## src/rtl/aes_issue_sched.sv

```systemverilog
// rtl/aes_issue_sched.sv - two-requester issue scheduler for a fixed-latency AES-128 core
// Credit admission bounds in-flight plus buffered blocks so the output FIFO never overflows.
module aes_issue_sched #(
  parameter int LAT   = 21,
  parameter int DEPTH = 4
) (
  input  logic         clk,
  input  logic         rst,
  input  logic         req0_valid,
  output logic         req0_ready,
  input  logic [127:0] req0_state,
  input  logic [127:0] req0_key,
  input  logic         req1_valid,
  output logic         req1_ready,
  input  logic [127:0] req1_state,
  input  logic [127:0] req1_key,
  output logic [127:0] core_state,
  output logic [127:0] core_key,
  input  logic [127:0] core_out,
  output logic         out_valid,
  input  logic         out_ready,
  output logic [127:0] out_data,
  output logic         out_id,
  output logic         busy
);

  localparam int PW = $clog2(DEPTH);
  localparam int CW = PW + 1;
  localparam logic [CW-1:0] DEPTH_C = CW'(DEPTH);

  logic [LAT-1:0] dl_vld_q, dl_vld_d;
  logic [LAT-1:0] dl_id_q, dl_id_d;

  logic [127:0]   fifo_data_q [DEPTH];
  logic [DEPTH-1:0] fifo_id_q;
  logic [PW-1:0]  head_q, head_d;
  logic [PW-1:0]  tail_q, tail_d;
  logic [CW-1:0]  count_q, count_d;
  logic [CW-1:0]  inflight_q, inflight_d;
  logic           pref_q, pref_d;

  logic [CW-1:0]  used;
  logic           credit_ok;
  logic           grant;
  logic           grant_id;
  logic           push;
  logic           pop;

  // Grant is held low during reset so no requester sees ready while state is being cleared.
  always_comb begin
    used      = inflight_q + count_q;
    credit_ok = !rst && (used < DEPTH_C);
    grant     = 1'b0;
    grant_id  = 1'b0;
    if (credit_ok) begin
      if (req0_valid && req1_valid) begin
        grant    = 1'b1;
        grant_id = pref_q;
      end else if (req0_valid) begin
        grant    = 1'b1;
        grant_id = 1'b0;
      end else if (req1_valid) begin
        grant    = 1'b1;
        grant_id = 1'b1;
      end
    end
  end

  assign req0_ready = grant && !grant_id;
  assign req1_ready = grant && grant_id;

  always_comb begin
    core_state = '0;
    core_key   = '0;
    if (grant) begin
      core_state = grant_id ? req1_state : req0_state;
      core_key   = grant_id ? req1_key   : req0_key;
    end
  end

  assign push      = dl_vld_q[LAT-1];
  assign out_valid = (count_q != '0);
  assign pop       = out_valid && out_ready;

  always_comb begin
    dl_vld_d   = {dl_vld_q[LAT-2:0], grant};
    dl_id_d    = {dl_id_q[LAT-2:0], grant_id};
    pref_d     = grant ? ~grant_id : pref_q;
    head_d     = pop  ? head_q + PW'(1) : head_q;
    tail_d     = push ? tail_q + PW'(1) : tail_q;

    inflight_d = inflight_q;
    case ({grant, push})
      2'b10:   inflight_d = inflight_q + CW'(1);
      2'b01:   inflight_d = inflight_q - CW'(1);
      default: inflight_d = inflight_q;
    endcase

    count_d = count_q;
    case ({push, pop})
      2'b10:   count_d = count_q + CW'(1);
      2'b01:   count_d = count_q - CW'(1);
      default: count_d = count_q;
    endcase
  end

  always_ff @(posedge clk or posedge rst) begin
    if (rst) begin
      dl_vld_q   <= '0;
      dl_id_q    <= '0;
      head_q     <= '0;
      tail_q     <= '0;
      count_q    <= '0;
      inflight_q <= '0;
      pref_q     <= 1'b0;
    end else begin
      dl_vld_q   <= dl_vld_d;
      dl_id_q    <= dl_id_d;
      head_q     <= head_d;
      tail_q     <= tail_d;
      count_q    <= count_d;
      inflight_q <= inflight_d;
      pref_q     <= pref_d;
    end
  end

  // Storage needs no reset: entries are only visible through out_valid-gated outputs.
  always_ff @(posedge clk) begin
    if (push) begin
      fifo_data_q[tail_q] <= core_out;
      fifo_id_q[tail_q]   <= dl_id_q[LAT-1];
    end
  end

  assign out_data = out_valid ? fifo_data_q[head_q] : '0;
  assign out_id   = out_valid ? fifo_id_q[head_q]   : 1'b0;
  assign busy     = (inflight_q != '0) || (count_q != '0);

  a_no_push_when_full: assert property (
    @(posedge clk) disable iff (rst) !(push && (count_q == DEPTH_C))
  );

  a_credit_bound: assert property (
    @(posedge clk) disable iff (rst) (used <= DEPTH_C)
  );

endmodule

```

## config.mk

```make
export PLATFORM = sky130hd
export DESIGN_NAME = aes_issue_sched
export DESIGN_NICKNAME = d
export VERILOG_FILES = /design/src/rtl/aes_issue_sched.sv
export SDC_FILE = /design/constraint.sdc
export NUM_CORES = 1
export LEC_CHECK = 0
export ABC_AREA = 1
export ABC_CLOCK_PERIOD_IN_PS = 5150
export CAP_MARGIN = 10
export CORE_AREA = 2 2 406 408
export CTS_BUF_LIST = sky130_fd_sc_hd__clkbuf_8
export CTS_CLUSTER_SIZE = 28
export DETAILED_ROUTE_END_ITERATION = 12
export DIE_AREA = 0 0 408 410
export GPL_ROUTABILITY_DRIVEN = 1
export PLACE_DENSITY = 0.34
export SETUP_SLACK_MARGIN = 0.15
export SLEW_MARGIN = 20
export SYNTH_ARGS = -nofsm -noshare
export SYNTH_HDL_FRONTEND = slang
export SYNTH_SLANG_ARGS = --single-unit
```

## constraint.sdc

```tcl
create_clock -name clk -period 5.15 [get_ports clk]
set_input_delay 1.03 -clock clk [delete_from_list [all_inputs] [get_ports clk]]
set_output_delay 1.03 -clock clk [all_outputs]
set_load 0.02 [all_outputs]
```

==> results of run 1 <==
registers in the layout (all words and copies together), names as in the netlist:
name         cells
dl_vld_q        21
dl_id_q         21
pref_q           1
count_q          3
head_q           2
fifo_data_q    512
fifo_id_q        4
tail_q           2
inflight_q       3
synth_stat cells, drive strengths merged:
| library cell | n |
|---|---|
| nand2 | 529 |
| a21oi | 131 |
| clkbuf | 71 |
| nor3 | 1 |
| edfxtp | 516 |
| nand3 | 259 |
| fa | 2 |
| ha | 7 |
| buf | 113 |
| nand4 | 2 |
| inv | 26 |
| xor2 | 5 |
| dfrtp | 53 |
| a21boi | 1 |
| nor2 | 519 |
| xnor2 | 2 |
| o21ai | 264 |
per-layer routing:
layer,wire length [um],vias to the layer above
met2,88800,1017
met3,16090,304
met1,67900,11650
met5,218,-
li1,-,10800
met4,9139,34
cell type report:
class                   instances  area [um2]
multi-input cells            1722        7448
diodes                         20       50.05
flip-flops and latches        569       16830
clock inverters                89       488.0
clock buffers                 108        1486
repair buffers               1169       12820
well taps                    2189        2739
inverters                      26       135.1
fillers                     17550      121500
cell usage in the layout (no fill, tap or decap), types with 2 or more instances in the layout:
| cell | Yosys | layout |
|---|---|---|
| a21oi_1 | 131 | 131 |
| buf_12 | 0 | 138 |
| buf_4 | 12 | 112 |
| bufinv_16 | 0 | 3 |
| clkbuf_8 | 0 | 108 |
| clkdlybuf4s50_1 | 0 | 917 |
| clkinv_1 | 0 | 27 |
| clkinv_2 | 0 | 5 |
| clkinv_8 | 0 | 2 |
| clkinvlp_4 | 0 | 4 |
| dfrtp_1 | 53 | 51 |
| dfrtp_4 | 0 | 2 |
| diode_2 | 0 | 20 |
| edfxtp_1 | 516 | 516 |
| fa_1 | 2 | 2 |
| ha_1 | 7 | 7 |
| inv_1 | 23 | 62 |
| inv_2 | 3 | 2 |
| inv_6 | 0 | 7 |
| inv_8 | 0 | 2 |
| nand2_1 | 529 | 529 |
| nand3_1 | 259 | 259 |
| nor2_1 | 518 | 518 |
| o21ai_0 | 261 | 261 |
| o21ai_1 | 3 | 3 |
| xnor2_1 | 2 | 2 |
| xor2_1 | 5 | 5 |
power groups by stage:
| stage | Clock [uW] | Combinational (uW) | Sequential (uW) |
|---|---|---|---|
| 4_1_cts | 4340 | 15100 | 6200 |
| 3_5_place_dp | 0 | 15000 | 6290 |
| 2_1_floorplan | 0 | 6230 | 6230 |
| 5_1_grt | 4510 | 15700 | 6260 |
| 3_3_place_gp | 0 | 15100 | 6280 |
| 6_report | 4120 | 14800 | 6190 |
cells by family (layout without fill, tap and decap cells):
group           count (synthesis)  count (layout)  synth area share
compound gates                396             396           0.07873
fa+ha+maj                       9               9          0.005063
buf+inv                       210            1392           0.03772
flops                         569             569            0.6673
other cells                     0              20                 0
simple gates                 1310            1310            0.2087
xor+xnor                        7               7          0.002432
critical path: cells and delay by family:
family | cells | cell delay, ps
buffers and inverters | 4 | 1640
AND/OR/NAND/NOR | 3 | 580
AO/OA/AOI/OAI | 1 | 430
worst paths after layout:
path	startpoint	end	slack [ps]	depth (start not counted)
setup / recovery	req1_valid	core_state[100]	350	8
hold / removal	dl_id_q[1]$_DFF_PP0_	dl_id_q[2]$_DFF_PP0_	340	0
setup reg to reg	count_q[1]$_DFFE_PP0P_	inflight_q[2]$_DFFE_PP0P_	2440	14
hold reg to reg	dl_id_q[1]$_DFF_PP0_	dl_id_q[2]$_DFF_PP0_	340	0
max in group asynchronous	rst	head_q[0]$_DFFE_PP0N_	3790	3
min in group asynchronous	rst	dl_id_q[2]$_DFF_PP0_	850	3
stage by stage:
step / util / cell area [um2] / total power (uW) / cells
floorplan: - / 25210 / 12470 / 2501
global placement: 0.2444 / 39960 / 21420 / 5675
detailed placement: 0.2444 / 39960 / 21300 / 5675
CTS: 0.2565 / 41940 / 25640 / 5872
global route: 0.2568 / 41980 / 26470 / 5887
finish: 0.2569 / 42000 / 25070 / 5892
==> impl_metrics.tcl, run 1 <==
set metrics [dict create \
    worstPathMaxFanout 33 \
    dieArea_mm2 0.1673 \
    period_share 0.9317 \
    yosysSeqAreaShare 0.6673 \
    place_congestion 1.011 \
    combPwrFrac 0.589 \
    cts_tree "done" \
    power-per-cell-area_mw_per_mm2 596.9 \
    grtUsageMet3 0.07801 \
    synth_area_leader_cell "edfxtp_1" \
    vias_per_cell 4.040 \
    coreArea_mm2 0.1635 \
    net-switching-power_uw 11410 \
    p_clk_frac 0.164 \
    maxSlewHeadroom 0.3340 \
    worstPathRequired_ps 4120 \
    drt_iter0_drc 1729 \
    worstPathArrival_ps 3770 \
    hold_class "flip-flop to flip-flop" \
    finalSetupViolCount 0 \
    clock_sink_count 569 \
    final_hold_viol_count 0 \
    h-tree-depth 3 \
    power_frac_seq 0.247 \
    cp_slowest_cell "clkdlybuf4s50_1" \
    nets 4250 \
    maxSlewViolCount 0 \
    skew_ps 24.42 \
    grt_pass1_vias 24060 \
    post_cts_buffers 0 \
    rsz0062_at_grt "true" \
    numCtsBuffers 108 \
    status "finished clean" \
    gr-usage-met2 0.3589 \
    netlist_area_mm2 0.02521 \
    grt_max_degree 159 \
    cts_max_path_buffers 3 \
    holdWs_ps 335.8 \
    grt_usage 0.2104 \
    final_layout_size_suffix_gt1_frac 0.1062 \
    vdd_drop_max_mv 0.4302 \
    ant_nets 0 \
    io_pins 1034 \
    cts_root_buf "clkbuf_8" \
    synth_cell_types 24 \
    wl_um 182100 \
    routedWlPerCell_um 30.91 \
    min_period_ps 4798 \
    synth_cells 2501 \
    port_buffers 1033 \
    fp.dieW_um 408 \
    ys_warn_count 0 \
    grt_overflow 0 \
    synthToLayoutAreaGrowth_pct 66.61 \
    synth.avg_cell_area_um2 10.08 \
    p_leak_uw 0.01561 \
    ys_seq_elements 569 \
    yosys.area.top_type_share 0.6147 \
    fin_ws_ps 351.8 \
    internal_power_uw 13660 \
    dp_hpwl_um 141200 \
    antenna_found_initial 78 \
    swShare 0.4550 \
    cpPeakStageDelay_ps 610 \
    netlist_top_cells_area "edfxtp_1, nand2_1, nor2_1, dfrtp_1, o21ai_0" \
    cts_hold_buf 0 \
    tightestPinTransition_ps 999.0 \
    cp_cell_sequence "clkdlybuf4s50_1 -> a21boi_1 -> nand4_4 -> inv_8 -> buf_4 -> nand2_1 -> nand2_1 -> clkdlybuf4s50_1" \
    start_util 0.1542 \
    critPathKind "primary input to output port" \
    die_h_um 410 \
    clkTransAtPathRegs_ps 60 \
    met1_usage 0.2309 \
    cp-start-kind "primary input" \
    cp-end-kind "output port" \
    top_usage_layer "met2" \
    clk_latency_ps 770 \
    num_vias 23800 \
    cap_viol_max_count 0 \
    tns_ps 0 \
    ctsResizeCount 0 \
    grt_pass1_wl_um 233700 \
    dr.pass1.iters 5 \
    syn_nets 3155 \
    drcViolationCount 0 \
    fmaxAchievable_mhz 208.4 \
    dp_slack_ps 370.8 \
    rows 149 \
]
(Power assumes the default switching activity.)
==> run 2, diff against run 1 <==
Settings changed: REMOVE_ABC_BUFFERS from default to 1.
==> impl_metrics.tcl, run 2 (same netlist as run 1, synthesis figures left out) <==
set metrics [dict create \
    status "finished clean" \
    rows 149 \
    period_share 0.9337 \
    ctsResizeCount 1 \
    tightestPinTransition_ps 978.1 \
    nets 4166 \
    routedWlPerCell_um 33.08 \
    maxSlewViolCount 0 \
    place_congestion 1.088 \
    drt_iter0_drc 1625 \
    cap_viol_max_count 0 \
    worstPathArrival_ps 3780 \
    fmaxAchievable_mhz 208.0 \
    vias_per_cell 4.026 \
    cts_tree "done" \
    start_util 0.1542 \
    skew_ps 36.31 \
    final_layout_size_suffix_gt1_frac 0.07596 \
    final_common_cell "clkdlybuf4s50_1" \
    clk_latency_ps 760 \
    fin_ws_ps 341.2 \
    finalSetupViolCount 0 \
    p_leak_uw 0.01476 \
    multi_input_area_mm2 0.007448 \
    grt_max_degree 113 \
    cp-end-kind "output port" \
    top_register "fifo_data_q" \
    maxSlewHeadroom 0.3480 \
    num_vias 23410 \
    antenna_found_initial 150 \
    critPathKind "primary input to output port" \
    rsz0062_at_grt "false" \
    io_pins 1034 \
    biggestRegsByFlops "fifo_data_q: 512 flops, dl_id_q: 21 flops, dl_vld_q: 21 flops" \
    grt_usage 0.2213 \
    clock_sink_count 569 \
    regArea_mm2 0.01683 \
    cpPeakStageDelay_ps 610 \
    tns_ps 0 \
    hold_class "flip-flop to flip-flop" \
    grt_pass1_wl_um 242800 \
    dieArea_mm2 0.1673 \
    cts_hold_buf 0 \
    h-tree-depth 3 \
    dr.pass1.iters 5 \
    cp_cell_sequence "clkdlybuf4s50_1 -> a21boi_1 -> nand4_4 -> buf_4 -> buf_4 -> nand3_1 -> nand2_1 -> clkdlybuf4s50_1" \
    drcViolationCount 0 \
    min_period_ps 4809 \
    power-per-cell-area_mw_per_mm2 584.9 \
    port_buffers 1033 \
    cts_root_buf "clkbuf_8" \
    ant_nets 0 \
    die_h_um 410 \
    final_hold_viol_count 0 \
    fin_cells 5815 \
    largest_reg_flops 512 \
    clkTransAtPathRegs_ps 60 \
    dp_hpwl_um 153700 \
    numPlacedInstances 5602 \
    cts_max_path_buffers 3 \
    cp-start-kind "primary input" \
    holdWs_ps 342.5 \
    worstPathRequired_ps 4120 \
    vdd_drop_max_mv 0.3569 \
    synthToLayoutAreaGrowth_pct 59.57 \
    worstPathMaxFanout 37 \
    coreArea_mm2 0.1635 \
    fp.dieW_um 408 \
    grt_overflow 0 \
    grt_pass1_vias 23320 \
    fillers 17740 \
    numCtsBuffers 97 \
    post_cts_buffers 0 \
    dp_slack_ps 294.1 \
    cp_slowest_cell "clkdlybuf4s50_1" \
    wl_um 192400 \
    final_cell_mix "clkdlybuf4s50_1, nand2_1, nor2_1, edfxtp_1, o21ai_0" \
]
[run 2: changes by cell type in the layout (fill, tap and decap cells not counted), sizes merged]
cell           change
buf              -107
bufinv             +1
clkbuf            -11
clkdlybuf4s50     +34
clkinv            -10
clkinvlp           -1
diode             +25
inv                -8
[run 2: critical path: cells and delay by family]
kind,cells,cell delay [ps]
buf+inv,4,1890
simple gates,3,600
compound gates,1,240
[run 2: routing by layer]
metal	global-route usage	up-vias	routed length (um)
met3	0.09747	378	19330
met2	0.3918	1010	96030
li1	-	10630	-
met5	0	-	527
met4	0.09617	90	9361
met1	0.2246	11300	67100
[run 2: cell type report]
class	count	share of cell area
antenna	45	0.002800
clock buffer	97	0.03319
clock inverter	71	0.01055
inverter	26	0.003360
multi-input combinational	1722	0.1852
sequential	569	0.4184
tap	2189	0.06809
timing repair buffer	1096	0.2784
[run 2: final timing paths]
check,startpoint,slack [ps],cells past startpoint,end
worst max-delay path,req1_valid,340,8,core_key[75]
worst min register to register,dl_id_q[1]$_DFF_PP0_,340,0,dl_id_q[2]$_DFF_PP0_
max in group asynchronous,rst,3610,3,head_q[0]$_DFFE_PP0N_
min in group asynchronous,rst,990,3,pref_q$_DFFE_PP0P_
worst max register to register,count_q[1]$_DFFE_PP0P_,2560,13,inflight_q[2]$_DFFE_PP0P_
worst min-delay path,dl_id_q[1]$_DFF_PP0_,340,0,dl_id_q[2]$_DFF_PP0_
[run 2: power by group]
| part | internal [uW] | total (uW) | switching [uW] | leakage, uW |
|---|---|---|---|---|
| logic | 4810 | 13400 | 8590 | 0.00837 |
| registers | 5930 | 6230 | 298 | 0.00537 |
| clock network | 1950 | 3890 | 1940 | 0.00102 |
[run 2: stage by stage]
| stage | instance area, um2 | total power (uW) | utilization |
|---|---|---|---|
| after floorplan | 24350 | 12420 | - |
| after global placement | 38350 | 20080 | 0.2345 |
| after detailed placement | 38350 | 20050 | 0.2345 |
| after CTS | 40110 | 24080 | 0.2453 |
| after global routing | 40190 | 24850 | 0.2458 |
| final | 40220 | 23520 | 0.2460 |
